**config.mk**
```make
export PLATFORM = sky130hd
export DESIGN_NAME = char_jump_ctrl_flat
export DESIGN_NICKNAME = d
export VERILOG_FILES = /design/src/rtl/char_jump_ctrl_if.sv /design/src/rtl/char_jump_ctrl.sv /design/src/flat_wrapper.sv
export SDC_FILE = /design/constraint.sdc
export NUM_CORES = 1
export LEC_CHECK = 0
export ABC_CLOCK_PERIOD_IN_PS = 4500
export CAP_MARGIN = 20
export CORE_UTILIZATION = 40
export DETAILED_ROUTE_END_ITERATION = 12
export PLACE_DENSITY = 0.72
export SLEW_MARGIN = 20
export SYNTH_ARGS = -nofsm -noshare
export SYNTH_HDL_FRONTEND = slang
export SYNTH_SLANG_ARGS = --single-unit
```
**constraint.sdc**
```tcl
create_clock -name sys_clk -period 4.5 [get_ports sys_clk]
set_clock_uncertainty 0.15 [all_clocks]
set_input_delay 0.9 -clock sys_clk [delete_from_list [all_inputs] [get_ports sys_clk]]
set_output_delay 0.9 -clock sys_clk [all_outputs]
set_load 0.01 [all_outputs]
```
**src/rtl/char_jump_ctrl_if.sv**
```systemverilog
// -----------------------------------------------------------------------------
// char_jump_ctrl_if
// Signal bundle between the input/collision side and the character motion
// engine. Clock and reset stay plain ports on the engine.
//
// Protocol: phy_tick is a one-cycle strobe, once per frame, and it qualifies
// every input. left/right/jump/ground_hit/ground_y are sampled only on the
// cycle phy_tick is high. All outputs are registered and change only in the
// cycle after a tick (or after reset). jump_start and land are one-cycle
// pulses in that cycle and are never high together. There is no back-pressure.
//
// Signals
//   phy_tick    engine input   one-cycle physics strobe
//   left        engine input   debounced level
//   right       engine input   debounced level
//   jump        engine input   debounced level
//   ground_hit  engine input   feet on a platform top at ground_y
//   ground_y    engine input   platform top y used for the landing snap
//   char_abs_x  engine output  character x (absolute map coordinate)
//   char_abs_y  engine output  character y (absolute map coordinate, y up)
//   state       engine output  00 IDLE, 01 CHARGE, 10 AIR
//   charge_lvl  engine output  current jump charge
//   facing      engine output  0 left, 1 right
//   jump_start  engine output  one-cycle pulse at launch
//   land        engine output  one-cycle pulse at landing
//
// Modports: master drives the inputs (stimulus/collision side),
//           slave is the motion engine.
// -----------------------------------------------------------------------------
interface char_jump_ctrl_if #(
  parameter int PHY_WIDTH    = 16,
  parameter int CHARGE_WIDTH = 5
);
  logic                    phy_tick;
  logic                    left;
  logic                    right;
  logic                    jump;
  logic                    ground_hit;
  logic [PHY_WIDTH-1:0]    ground_y;
  logic [PHY_WIDTH-1:0]    char_abs_x;
  logic [PHY_WIDTH-1:0]    char_abs_y;
  logic [1:0]              state;
  logic [CHARGE_WIDTH-1:0] charge_lvl;
  logic                    facing;
  logic                    jump_start;
  logic                    land;

  modport master (
    output phy_tick, left, right, jump, ground_hit, ground_y,
    input  char_abs_x, char_abs_y, state, charge_lvl, facing, jump_start, land
  );

  modport slave (
    input  phy_tick, left, right, jump, ground_hit, ground_y,
    output char_abs_x, char_abs_y, state, charge_lvl, facing, jump_start, land
  );
endinterface

```
**src/rtl/char_jump_ctrl.sv**
```systemverilog
// -----------------------------------------------------------------------------
// char_jump_ctrl
// Character motion engine. Turns debounced left/right/jump levels into an
// absolute map position (y up) with per-frame physics: walking, a
// charge-and-release jump, gravity with a terminal fall speed, wall clamping
// and landing on the floor or on a platform reported by the collision unit.
//
// Ports
//   sys_clk   in   system clock
//   sys_rst   in   synchronous reset, active-high
//   bus       char_jump_ctrl_if.slave (tick, buttons, collision in;
//             position, state, charge, facing, jump_start/land pulses out)
//
// Build option
//   CHAR_WALL_BOUNCE_EN  defined: a wall hit in the air reflects vx and flips
//                        facing. Undefined: a wall hit zeroes vx so the
//                        character slides down the wall. vy is never touched
//                        by a wall hit.
//
// The FSM state is visible on bus.state (00 IDLE, 01 CHARGE, 10 AIR).
// -----------------------------------------------------------------------------
module char_jump_ctrl #(
  parameter int PHY_WIDTH    = 16,
  parameter int VEL_WIDTH    = 8,
  parameter int CHARGE_WIDTH = 5,
  parameter int MAX_CHARGE   = 20,
  parameter int MAP_X_OFFSET = 140,
  parameter int MAP_WIDTH_X  = 480,
  parameter int WALL_WIDTH   = 10,
  parameter int CHAR_WIDTH_X = 42,
  parameter int FLOOR_Y      = 10,
  parameter int INIT_X       = 359,
  parameter int WALK_SPEED   = 2,
  parameter int JUMP_VX      = 4,
  parameter int JUMP_STEP_Y  = 2,
  parameter int GRAVITY      = 1,
  parameter int MAX_FALL     = 12
) (
  input  logic             sys_clk,
  input  logic             sys_rst,
  char_jump_ctrl_if.slave  bus
);

  // Positions are worked out one bit wider and signed so that a step past
  // either edge shows up as a value outside the legal range instead of a wrap.
  localparam int SW = PHY_WIDTH + 1;
  localparam int VW = VEL_WIDTH;
  localparam int CW = CHARGE_WIDTH;

  localparam logic signed [SW-1:0] C_XMIN  = SW'(MAP_X_OFFSET + WALL_WIDTH);
  localparam logic signed [SW-1:0] C_XMAX  = SW'(MAP_X_OFFSET + MAP_WIDTH_X
                                                 - WALL_WIDTH - CHAR_WIDTH_X);
  localparam logic signed [SW-1:0] C_FLOOR = SW'(FLOOR_Y);
  localparam logic signed [SW-1:0] C_YMAX  = $signed({1'b0, {PHY_WIDTH{1'b1}}});
  localparam logic signed [SW-1:0] C_WALK  = SW'(WALK_SPEED);

  localparam logic signed [VW-1:0] C_JUMP_VX  = VW'(JUMP_VX);
  localparam logic signed [VW-1:0] C_GRAV     = VW'(GRAVITY);
  localparam logic signed [VW-1:0] C_FALL_LIM = VW'(-MAX_FALL);

  localparam logic [PHY_WIDTH-1:0] C_INIT_X  = PHY_WIDTH'(INIT_X);
  localparam logic [PHY_WIDTH-1:0] C_FLOOR_U = PHY_WIDTH'(FLOOR_Y);
  localparam logic [CW-1:0]        C_MAX_CHG = CW'(MAX_CHARGE);

  typedef enum logic [1:0] {
    S_IDLE   = 2'b00,
    S_CHARGE = 2'b01,
    S_AIR    = 2'b10
  } state_t;

  // ---------------------------------------------------------------------------
  // State registers
  // ---------------------------------------------------------------------------
  state_t                  r_state;
  logic [PHY_WIDTH-1:0]    r_x;
  logic [PHY_WIDTH-1:0]    r_y;
  logic signed [VW-1:0]    r_vx;
  logic signed [VW-1:0]    r_vy;
  logic [CW-1:0]           r_charge;
  logic                    r_facing;
  logic                    r_jump_start;
  logic                    r_land;

  // ---------------------------------------------------------------------------
  // Combinational next-value helpers
  // ---------------------------------------------------------------------------
  logic                    w_dir_l;
  logic                    w_dir_r;
  logic signed [SW-1:0]    w_x_ext;
  logic signed [SW-1:0]    w_y_ext;
  logic signed [SW-1:0]    w_walk_sum;
  logic [PHY_WIDTH-1:0]    w_walk_x;
  logic signed [SW-1:0]    w_air_sum;
  logic [PHY_WIDTH-1:0]    w_air_x;
  logic                    w_wall_hit;
  logic signed [SW-1:0]    w_y_sum;
  logic [PHY_WIDTH-1:0]    w_air_y;
  logic                    w_vy_falling;
  logic                    w_land_gnd;
  logic                    w_land_floor;
  logic signed [VW-1:0]    w_vy_dec;
  logic signed [VW-1:0]    w_vy_next;
  logic signed [31:0]      w_launch_prod;
  logic signed [VW-1:0]    w_launch_vy;
  logic signed [VW-1:0]    w_launch_vx;
  logic                    w_walk_off;

  function automatic logic [PHY_WIDTH-1:0] clamp_x(input logic signed [SW-1:0] v);
    logic [PHY_WIDTH-1:0] res;
    if (v < C_XMIN) begin
      res = C_XMIN[PHY_WIDTH-1:0];
    end else if (v > C_XMAX) begin
      res = C_XMAX[PHY_WIDTH-1:0];
    end else begin
      res = v[PHY_WIDTH-1:0];
    end
    return res;
  endfunction

  // Both buttons held cancel out: no motion and facing is kept.
  assign w_dir_l = bus.left  & ~bus.right;
  assign w_dir_r = bus.right & ~bus.left;

  assign w_x_ext = $signed({1'b0, r_x});
  assign w_y_ext = $signed({1'b0, r_y});

  // Walking step, clamped to the playable strip between the walls.
  always_comb begin
    w_walk_sum = w_x_ext;
    if (w_dir_r) begin
      w_walk_sum = w_x_ext + C_WALK;
    end else if (w_dir_l) begin
      w_walk_sum = w_x_ext - C_WALK;
    end
    w_walk_x = clamp_x(w_walk_sum);
  end

  // Horizontal flight step; leaving the strip counts as a wall hit.
  assign w_air_sum  = w_x_ext + SW'(r_vx);
  assign w_wall_hit = (w_air_sum < C_XMIN) || (w_air_sum > C_XMAX);
  assign w_air_x    = clamp_x(w_air_sum);

  // Vertical flight step. Landing is only considered at or after the apex,
  // so a platform passed on the way up does not catch the character.
  assign w_y_sum      = w_y_ext + SW'(r_vy);
  assign w_vy_falling = r_vy[VW-1] | (r_vy == '0);
  assign w_land_gnd   = w_vy_falling & bus.ground_hit;
  assign w_land_floor = w_vy_falling & (w_y_sum < C_FLOOR);

  always_comb begin
    if (w_y_sum > C_YMAX) begin
      w_air_y = C_YMAX[PHY_WIDTH-1:0];
    end else if (w_y_sum < C_FLOOR) begin
      w_air_y = C_FLOOR_U;
    end else begin
      w_air_y = w_y_sum[PHY_WIDTH-1:0];
    end
  end

  // Gravity with a terminal fall speed.
  assign w_vy_dec  = r_vy - C_GRAV;
  assign w_vy_next = (w_vy_dec < C_FALL_LIM) ? C_FALL_LIM : w_vy_dec;

  // Launch velocity: vertical from the stored charge, horizontal from the
  // direction held on the release tick.
  assign w_launch_prod = int'(r_charge) * JUMP_STEP_Y;
  assign w_launch_vy   = VW'(w_launch_prod);

  always_comb begin
    w_launch_vx = '0;
    if (w_dir_r) begin
      w_launch_vx = C_JUMP_VX;
    end else if (w_dir_l) begin
      w_launch_vx = -C_JUMP_VX;
    end
  end

  // Standing above the floor with nothing underneath: start falling.
  assign w_walk_off = ~bus.ground_hit && (r_y > C_FLOOR_U);

  // ---------------------------------------------------------------------------
  // Motion FSM
  // ---------------------------------------------------------------------------
  always_ff @(posedge sys_clk) begin
    if (sys_rst) begin
      r_state      <= S_IDLE;
      r_x          <= C_INIT_X;
      r_y          <= C_FLOOR_U;
      r_vx         <= '0;
      r_vy         <= '0;
      r_charge     <= '0;
      r_facing     <= 1'b1;
      r_jump_start <= 1'b0;
      r_land       <= 1'b0;
    end else begin
      // Pulses only live for the cycle right after the tick that raised them.
      r_jump_start <= 1'b0;
      r_land       <= 1'b0;

      if (bus.phy_tick) begin
        case (r_state)
          S_IDLE: begin
            if (bus.jump) begin
              r_state  <= S_CHARGE;
              r_charge <= '0;
            end else begin
              r_x <= w_walk_x;
              if (w_dir_r) begin
                r_facing <= 1'b1;
              end else if (w_dir_l) begin
                r_facing <= 1'b0;
              end
              if (w_walk_off) begin
                r_state <= S_AIR;
                r_vx    <= '0;
                r_vy    <= '0;
              end
            end
          end

          S_CHARGE: begin
            if (bus.jump) begin
              if (r_charge < C_MAX_CHG) begin
                r_charge <= r_charge + 1'b1;
              end
            end else begin
              r_state      <= S_AIR;
              r_vy         <= w_launch_vy;
              r_vx         <= w_launch_vx;
              r_jump_start <= 1'b1;
              r_charge     <= '0;
              if (w_dir_r) begin
                r_facing <= 1'b1;
              end else if (w_dir_l) begin
                r_facing <= 1'b0;
              end
            end
          end

          S_AIR: begin
            r_x <= w_air_x;

            if (w_wall_hit) begin
`ifdef CHAR_WALL_BOUNCE_EN
              r_vx     <= -r_vx;
              r_facing <= ~r_facing;
`else
              r_vx     <= '0;
`endif
            end

            // Landing overrides the wall response on vx.
            if (w_land_gnd) begin
              r_y     <= bus.ground_y;
              r_vx    <= '0;
              r_vy    <= '0;
              r_state <= S_IDLE;
              r_land  <= 1'b1;
            end else if (w_land_floor) begin
              r_y     <= C_FLOOR_U;
              r_vx    <= '0;
              r_vy    <= '0;
              r_state <= S_IDLE;
              r_land  <= 1'b1;
            end else begin
              r_y  <= w_air_y;
              r_vy <= w_vy_next;
            end
          end

          default: begin
            r_state <= S_IDLE;
          end
        endcase
      end
    end
  end

  // ---------------------------------------------------------------------------
  // Outputs (all straight from registers)
  // ---------------------------------------------------------------------------
  assign bus.char_abs_x = r_x;
  assign bus.char_abs_y = r_y;
  assign bus.state      = r_state;
  assign bus.charge_lvl = r_charge;
  assign bus.facing     = r_facing;
  assign bus.jump_start = r_jump_start;
  assign bus.land       = r_land;

endmodule
```
**src/flat_wrapper.sv**
```systemverilog
// flat-port wrapper written by rule: the top's interface ports become plain ports
module char_jump_ctrl_flat 
#(
  parameter int PHY_WIDTH    = 16,
  parameter int VEL_WIDTH    = 8,
  parameter int CHARGE_WIDTH = 5,
  parameter int MAX_CHARGE   = 20,
  parameter int MAP_X_OFFSET = 140,
  parameter int MAP_WIDTH_X  = 480,
  parameter int WALL_WIDTH   = 10,
  parameter int CHAR_WIDTH_X = 42,
  parameter int FLOOR_Y      = 10,
  parameter int INIT_X       = 359,
  parameter int WALK_SPEED   = 2,
  parameter int JUMP_VX      = 4,
  parameter int JUMP_STEP_Y  = 2,
  parameter int GRAVITY      = 1,
  parameter int MAX_FALL     = 12
)
  (sys_clk, sys_rst, bus_phy_tick, bus_left, bus_right, bus_jump, bus_ground_hit, bus_ground_y, bus_char_abs_x, bus_char_abs_y, bus_state, bus_charge_lvl, bus_facing, bus_jump_start, bus_land);
  char_jump_ctrl_if #(.PHY_WIDTH(PHY_WIDTH), .CHARGE_WIDTH(CHARGE_WIDTH)) bus_i ();
  input  logic sys_clk;
  input  logic sys_rst;
  input wire logic [$bits(bus_i.phy_tick)-1:0] bus_phy_tick;
  input wire logic [$bits(bus_i.left)-1:0] bus_left;
  input wire logic [$bits(bus_i.right)-1:0] bus_right;
  input wire logic [$bits(bus_i.jump)-1:0] bus_jump;
  input wire logic [$bits(bus_i.ground_hit)-1:0] bus_ground_hit;
  input wire logic [$bits(bus_i.ground_y)-1:0] bus_ground_y;
  output wire logic [$bits(bus_i.char_abs_x)-1:0] bus_char_abs_x;
  output wire logic [$bits(bus_i.char_abs_y)-1:0] bus_char_abs_y;
  output wire logic [$bits(bus_i.state)-1:0] bus_state;
  output wire logic [$bits(bus_i.charge_lvl)-1:0] bus_charge_lvl;
  output wire logic [$bits(bus_i.facing)-1:0] bus_facing;
  output wire logic [$bits(bus_i.jump_start)-1:0] bus_jump_start;
  output wire logic [$bits(bus_i.land)-1:0] bus_land;
  assign bus_i.phy_tick = bus_phy_tick;
  assign bus_i.left = bus_left;
  assign bus_i.right = bus_right;
  assign bus_i.jump = bus_jump;
  assign bus_i.ground_hit = bus_ground_hit;
  assign bus_i.ground_y = bus_ground_y;
  assign bus_char_abs_x = bus_i.char_abs_x;
  assign bus_char_abs_y = bus_i.char_abs_y;
  assign bus_state = bus_i.state;
  assign bus_charge_lvl = bus_i.charge_lvl;
  assign bus_facing = bus_i.facing;
  assign bus_jump_start = bus_i.jump_start;
  assign bus_land = bus_i.land;
  char_jump_ctrl #(.PHY_WIDTH(PHY_WIDTH), .VEL_WIDTH(VEL_WIDTH), .CHARGE_WIDTH(CHARGE_WIDTH), .MAX_CHARGE(MAX_CHARGE), .MAP_X_OFFSET(MAP_X_OFFSET), .MAP_WIDTH_X(MAP_WIDTH_X), .WALL_WIDTH(WALL_WIDTH), .CHAR_WIDTH_X(CHAR_WIDTH_X), .FLOOR_Y(FLOOR_Y), .INIT_X(INIT_X), .WALK_SPEED(WALK_SPEED), .JUMP_VX(JUMP_VX), .JUMP_STEP_Y(JUMP_STEP_Y), .GRAVITY(GRAVITY), .MAX_FALL(MAX_FALL)) u_core (.sys_clk(sys_clk), .sys_rst(sys_rst), .bus(bus_i));
endmodule
```
# Word level (Yosys, flattened, before mapping)
# Cells that the tools add are included.
# word_totals
register_bits	58
inputBits	23
word_cells	105
# classes
add_sub_neg	6
magnitude_cmp	9
n_eq_ne	10
mux	41
n_bitwise	12
reduce_logical	18
# ops
op	n
two-way mux 16 bit	9
two-way mux 8 bit	12
one-hot mux 8 bit (3 select lines)	2
adder 17 x 8 -> 17 bit	2
greater-than comparator 17 x 11 -> 1 bit, second input constant	2
< comparator 17 x 9 -> 1 bit, second input constant	2
two-way mux 17 bit	2
one-hot mux 16 bit (2 select lines)	1
adder 16 x 2 -> 17 bit, second input constant	1
greater-than comparator 17 bit, second input constant	1
< comparator 17 x 5 -> 1 bit, second input constant	1
subtractor 16 x 2 -> 17 bit, second input constant	1
greater-than comparator 16 x 4 -> 1 bit, second input constant	1
two-way mux 5 bit	3
AND reduction 4 bit	3
two-way mux 2 bit	5
one-hot mux 5 bit (2 select lines)	1
logical NOT 8 bit	1
< comparator 8 x 5 -> 1 bit, second input constant	1
subtractor 8 x 2 -> 8 bit, second input constant	1
NOT 1 bit	7
!= test 2 bit, second input constant	3
!= test 3 x 2 -> 1 bit, second input constant	2
one-hot mux 2 bit (3 select lines)	1
21 further kinds	31

# Longest topological paths before layout
# logic_depth
word_depth	9
ltp_mapped	13

# Worst setup path after synthesis
# Ideal clock, no wire load.
# synth_path
kind	input -> register
start	in bus_left
end	reg u_core.r_x[6], in the netlist u_core.bus.char_abs_x[6]
setup_time_ps	73
arrival_ps	3266
t_required_ps	4277
slack_ps	1011
cell_stages	11
cell_sequence	inv_1 > ha_1 > or4_1 > nor4b_1 > o21ai_0 > xnor2_1 > nor4b_4 > a211oi_4 > nand3_2 > o22a_1 > o211ai_2
# synth_between
elab_chain_cells	8
elab_cells_between_ends	11
classes_between	order compare (2); mux (6); bitwise (3)
# synth_rtl
element	line	text
start: declaration	flat_wrapper.sv:25	input wire logic [$bits(bus_i.left)-1:0] bus_left;
NOT 1 bit (*)	char_jump_ctrl.sv:122	assign w_dir_r = bus.right & ~bus.left;
bitwise AND 1 bit (*)	char_jump_ctrl.sv:122	
net u_core.w_dir_r	char_jump_ctrl.sv:88	logic w_dir_r;
two-way mux 17 bit (*)	char_jump_ctrl.sv:130	if (w_dir_r) begin
greater-than comparator 17 x 11 -> 1 bit	char_jump_ctrl.sv:112	end else if (v > C_XMAX) begin
two-way mux 16 bit	char_jump_ctrl.sv:112	
two-way mux 16 bit (*)	char_jump_ctrl.sv:110	if (v < C_XMIN) begin
two-way mux 16 bit (*)	char_jump_ctrl.sv:203	if (bus.jump) begin
one-hot mux 16 bit (2 select lines) (*)	char_jump_ctrl.sv:201	case (r_state)
end signal: assignment	char_jump_ctrl.sv:207	r_x <= w_walk_x;
end signal: assignment	char_jump_ctrl.sv:241	r_x <= w_air_x;
end: declaration	char_jump_ctrl.sv:75	logic [PHY_WIDTH-1:0] r_x;
# The timed path passes the listed nets; every way through them passes the cells marked *. The select of a mux whose other input is x is not followed.
# A chain may end at the register's enable or synchronous reset.

# Worst setup path after layout
# layout_path
start	in bus_left
end	reg u_core.r_x[4], in the netlist u_core.bus.char_abs_x[4]
# The elaborated chain is that of the path after synthesis.

==> run summary <==
status: completed
post-cts sizing count: 0
Critical Path Max Stage Delay: 0.62 ns
asr flop ratio synth: 0%
Die Area: 13800 µm²
simple-gate portion of the synthesized area: 26.2%
Post CTS Setup Buffer Count: 0
vias per inst: 6.11
final hold violation count: 0
fin nets: 813
syn_area_per_cell: 7.59 µm²
number of synthesized flops with an enable pin: 0
R2R Path Start: u_core.r_vy[0]
Detail Route Antenna Nets: 0
Cell Area, Synth: 5350 µm²
Seq cells post-synth: 52
CTS clk-pin slew, worst paths: 0.08 ns
CTS Sinks: 52
Routed WL: 15.5 mm
H-tree depth: 2
total number of vias: 5619
hold path start: u_core.r_vx[2]
latest clock arrival within the worst-skew pair: 0.30 ns
first-pass detailed-route iteration total: 4
CTS Buffer Depth: 2
Cell Int Power: 0.970 mW
first-pass GRT wire length: 25.6 mm
global route total overflow: 0
register area share after synthesis: 19.5%
Clock Power Share: 26.1%
Placed Area: 6120 µm²
flop-to-flop setup slack: 0.54 ns
largest net degree at the start of global routing: 35
IO Count: 65
drt initial violations: 391
slowest CP cell: or4_1
Netlist cell types: 80
Fmax achieved: 0.240 GHz
Synth Flop Type: dfxtp_1
WP data required: 4.52 ns
row cnt: 41
Period Utilization, post-route: 92.8%
area of the multi-input gates: 4040 µm²
fin crit period: 4.17 ns
crit path DAT: 4.19 ns
post-synthesis xor/xnor area fraction: 6.72%
CP cell instances: clkdlybuf4s50_1 -> inv_1 -> ha_1 -> or4_1 -> nor4b_1 -> o21ai_0 -> xnor2_1 -> nor4b_4 -> and2_1 -> nand3_2 -> a211oi_1 -> nor3_1
commonest non-fill, non-tap cell in the layout: clkdlybuf4s50_1
ant diodes: 0
fin area: 6280 µm²
Pins Over Slew Limit: 0
Rel. slew slack: 47.7%
Seq. cell area: 1040 µm²
routability congestion estimate: 0.942
antenna violations before repair: 0
critical path capture point type: register
area of the core: 12800 µm²
TritonCTS buffer count: 5
post-synthesis mux area share: 1.54%
layout cell share with drive strength beyond 1: 5.76%
DP HPWL: 11.7 mm
CP startpoint kind: input port
Min-Delay Path Class: register to register
global-route usage over all layers: 22.1%
post-synthesis cell count: 704
R2R cell count: 12
Mapped Nets: 771
Horiz. Die Dim: 118 µm
fill cell count: 1289
sequential fraction of design power: 34.6%
# DRC: 0
most frequent cells in the layout: clkdlybuf4s50_1, nor2_1, nand2_1
largest family of logic cells by synthesized area: compound AO/OA/AOI/OAI gates
worst slew pin tran: 0.764 ns
Port Buf Inserts: 64
TNS Setup: 0 ns
chip height: 118 µm
hold-fix buffer count after cts: 0
switching power: 0.601 mW
Initial Util: 41.7%
Synth Area in Adders: 10.6%
CTS tree: built
Worst VDD drop: 0.157 mV
drt wl/cell: 16.9 µm
area grow syn2layout: 17.4%
CP max FO: 9
Yosys warnings: 0
Hold Path Cell Cnt: 2
FF-to-FF End: u_core.r_vy[3]
final setup fails: 0
vias in the first global route: 5203
Setup CP Type: input port to register
Combinational Power Share: 39.2%
PD cells: 250 nW/µm²
CTS root buffer: clkbuf_16
RSZ-0062 raised after global routing: false
CP startpoint: bus_left
Sw Ratio: 38.3%
CP endpoint: u_core.bus.char_abs_x[4]
Leak: 2.59 nW
Compound-Gate Fraction of Synth Area: 30.5%
max-cap viol count: 0
## layout make-up
cell class | count | area share, %
multi-input combinational | 585 | 64.3
sequential | 52 | 16.6
timing repair buffer | 77 | 11.8
tap | 172 | 3.43
clock buffer | 5 | 1.99
inverter | 25 | 1.50
clock inverter | 3 | 0.439
## cell usage after synthesis, drive strengths merged (4+ instances only)
cell	number	area share (%)
nor2	60	4.2
nand2	55	3.9
dfxtp	52	19
a21oi	49	4.7
o21ai	44	4.1
ha	42	9.8
clkbuf	35	2.5
nor3	29	2.8
inv	25	1.8
xnor2	22	3.6
nand3	20	2.0
and3	19	2.2
xor2	19	3.1
a21o	15	2.1
a31oi	15	1.9
a221oi	13	2.1
nand4	13	1.5
nand2b	11	1.3
o211ai	11	1.7
a211oi	10	1.6
and2	9	1.1
nor4	9	1.2
a211o	7	1.1
buf	7	0.82
mux2i	6	1.1
nor4b	6	1.3
o31ai	6	0.84
o2111ai	5	0.82
or3	5	0.68
or4	5	0.77
a2111oi	4	1.1
a221o	4	0.75
a32oi	4	0.66
a41o	4	0.75
and4	4	0.66
nor3b	4	0.56
o21a	4	0.56
o22ai	4	0.47
o31a	4	0.66
## layer usage
| layer | GRT usage (%) | part of all wire (%) | vias to the layer above |
|---|---|---|---|
| met1 | 29.2 | 46 | 2653 |
| met4 | 7.37 | 2.1 | 0 |
| met3 | 2.76 | 4.8 | 26 |
| li1 | - | - | 2758 |
| met5 | 0 | 0 | - |
| met2 | 36.9 | 47 | 182 |
## registers in the layout (all words and copies together), names as in the netlist
register and count:
u_core.bus.char_abs_x 16, u_core.bus.char_abs_y 16, u_core.bus.charge_lvl 5, u_core.bus.state 2
u_core.r_vx 2, u_core.bus.facing 1, u_core.bus.land 1, u_core.bus.jump_start 1
u_core.r_vy 8
## worst min-delay path by stage
stage,endpoint
4_1_cts,u_core.r_vx[2]
2_1_floorplan,u_core.r_vx[2]
3_3_place_gp,u_core.r_vx[2]
3_5_place_dp,u_core.bus.facing
5_1_grt,u_core.bus.facing
6_report,u_core.r_vx[2]
## cells by family (layout without fill, tap and decap cells)
| kind of cell | count (synthesis) | after routing |
|---|---|---|
| and+or+nand+nor | 264 | 264 |
| AOI/OAI and AO/OA | 228 | 228 |
| buffers and inverters | 67 | 110 |
| DFF | 52 | 52 |
| adders and majority gates | 44 | 44 |
| xor gates and xnor gates | 41 | 41 |
| muxes | 8 | 8 |
## power by group through the flow
stage	logic, mW	clock network (mW)	registers [mW]
floorplan	0.406	0	0.552
global placement	0.596	0	0.553
detailed placement	0.607	0	0.554
CTS	0.610	0.418	0.544
global route	0.673	0.437	0.549
finish	0.616	0.411	0.544
## stage by stage
stage	worst slack, ns	std cells	utilization, %	hold WS (ns)	power [mW]
after floorplan	1.01	704	-	0.292	0.958
after global placement	0.222	911	47.7	0.309	1.15
after detailed placement	0.0500	911	47.7	0.327	1.16
after CTS	0.348	919	48.9	0.339	1.57
after global routing	0.0651	919	48.9	0.365	1.66
final	0.326	919	48.9	0.337	1.57
## critical path, delay by kind of cell
family	cells	cell delay (ns)
AND/OR/NAND/NOR	6	1.86
XOR/XNOR	1	0.18
adder cells (fa/ha/maj)	1	0.28
buffers and inverters	2	0.55
AO/OA/AOI/OAI	2	0.42
No activity file was read; power rests on OpenSTA's default activity.
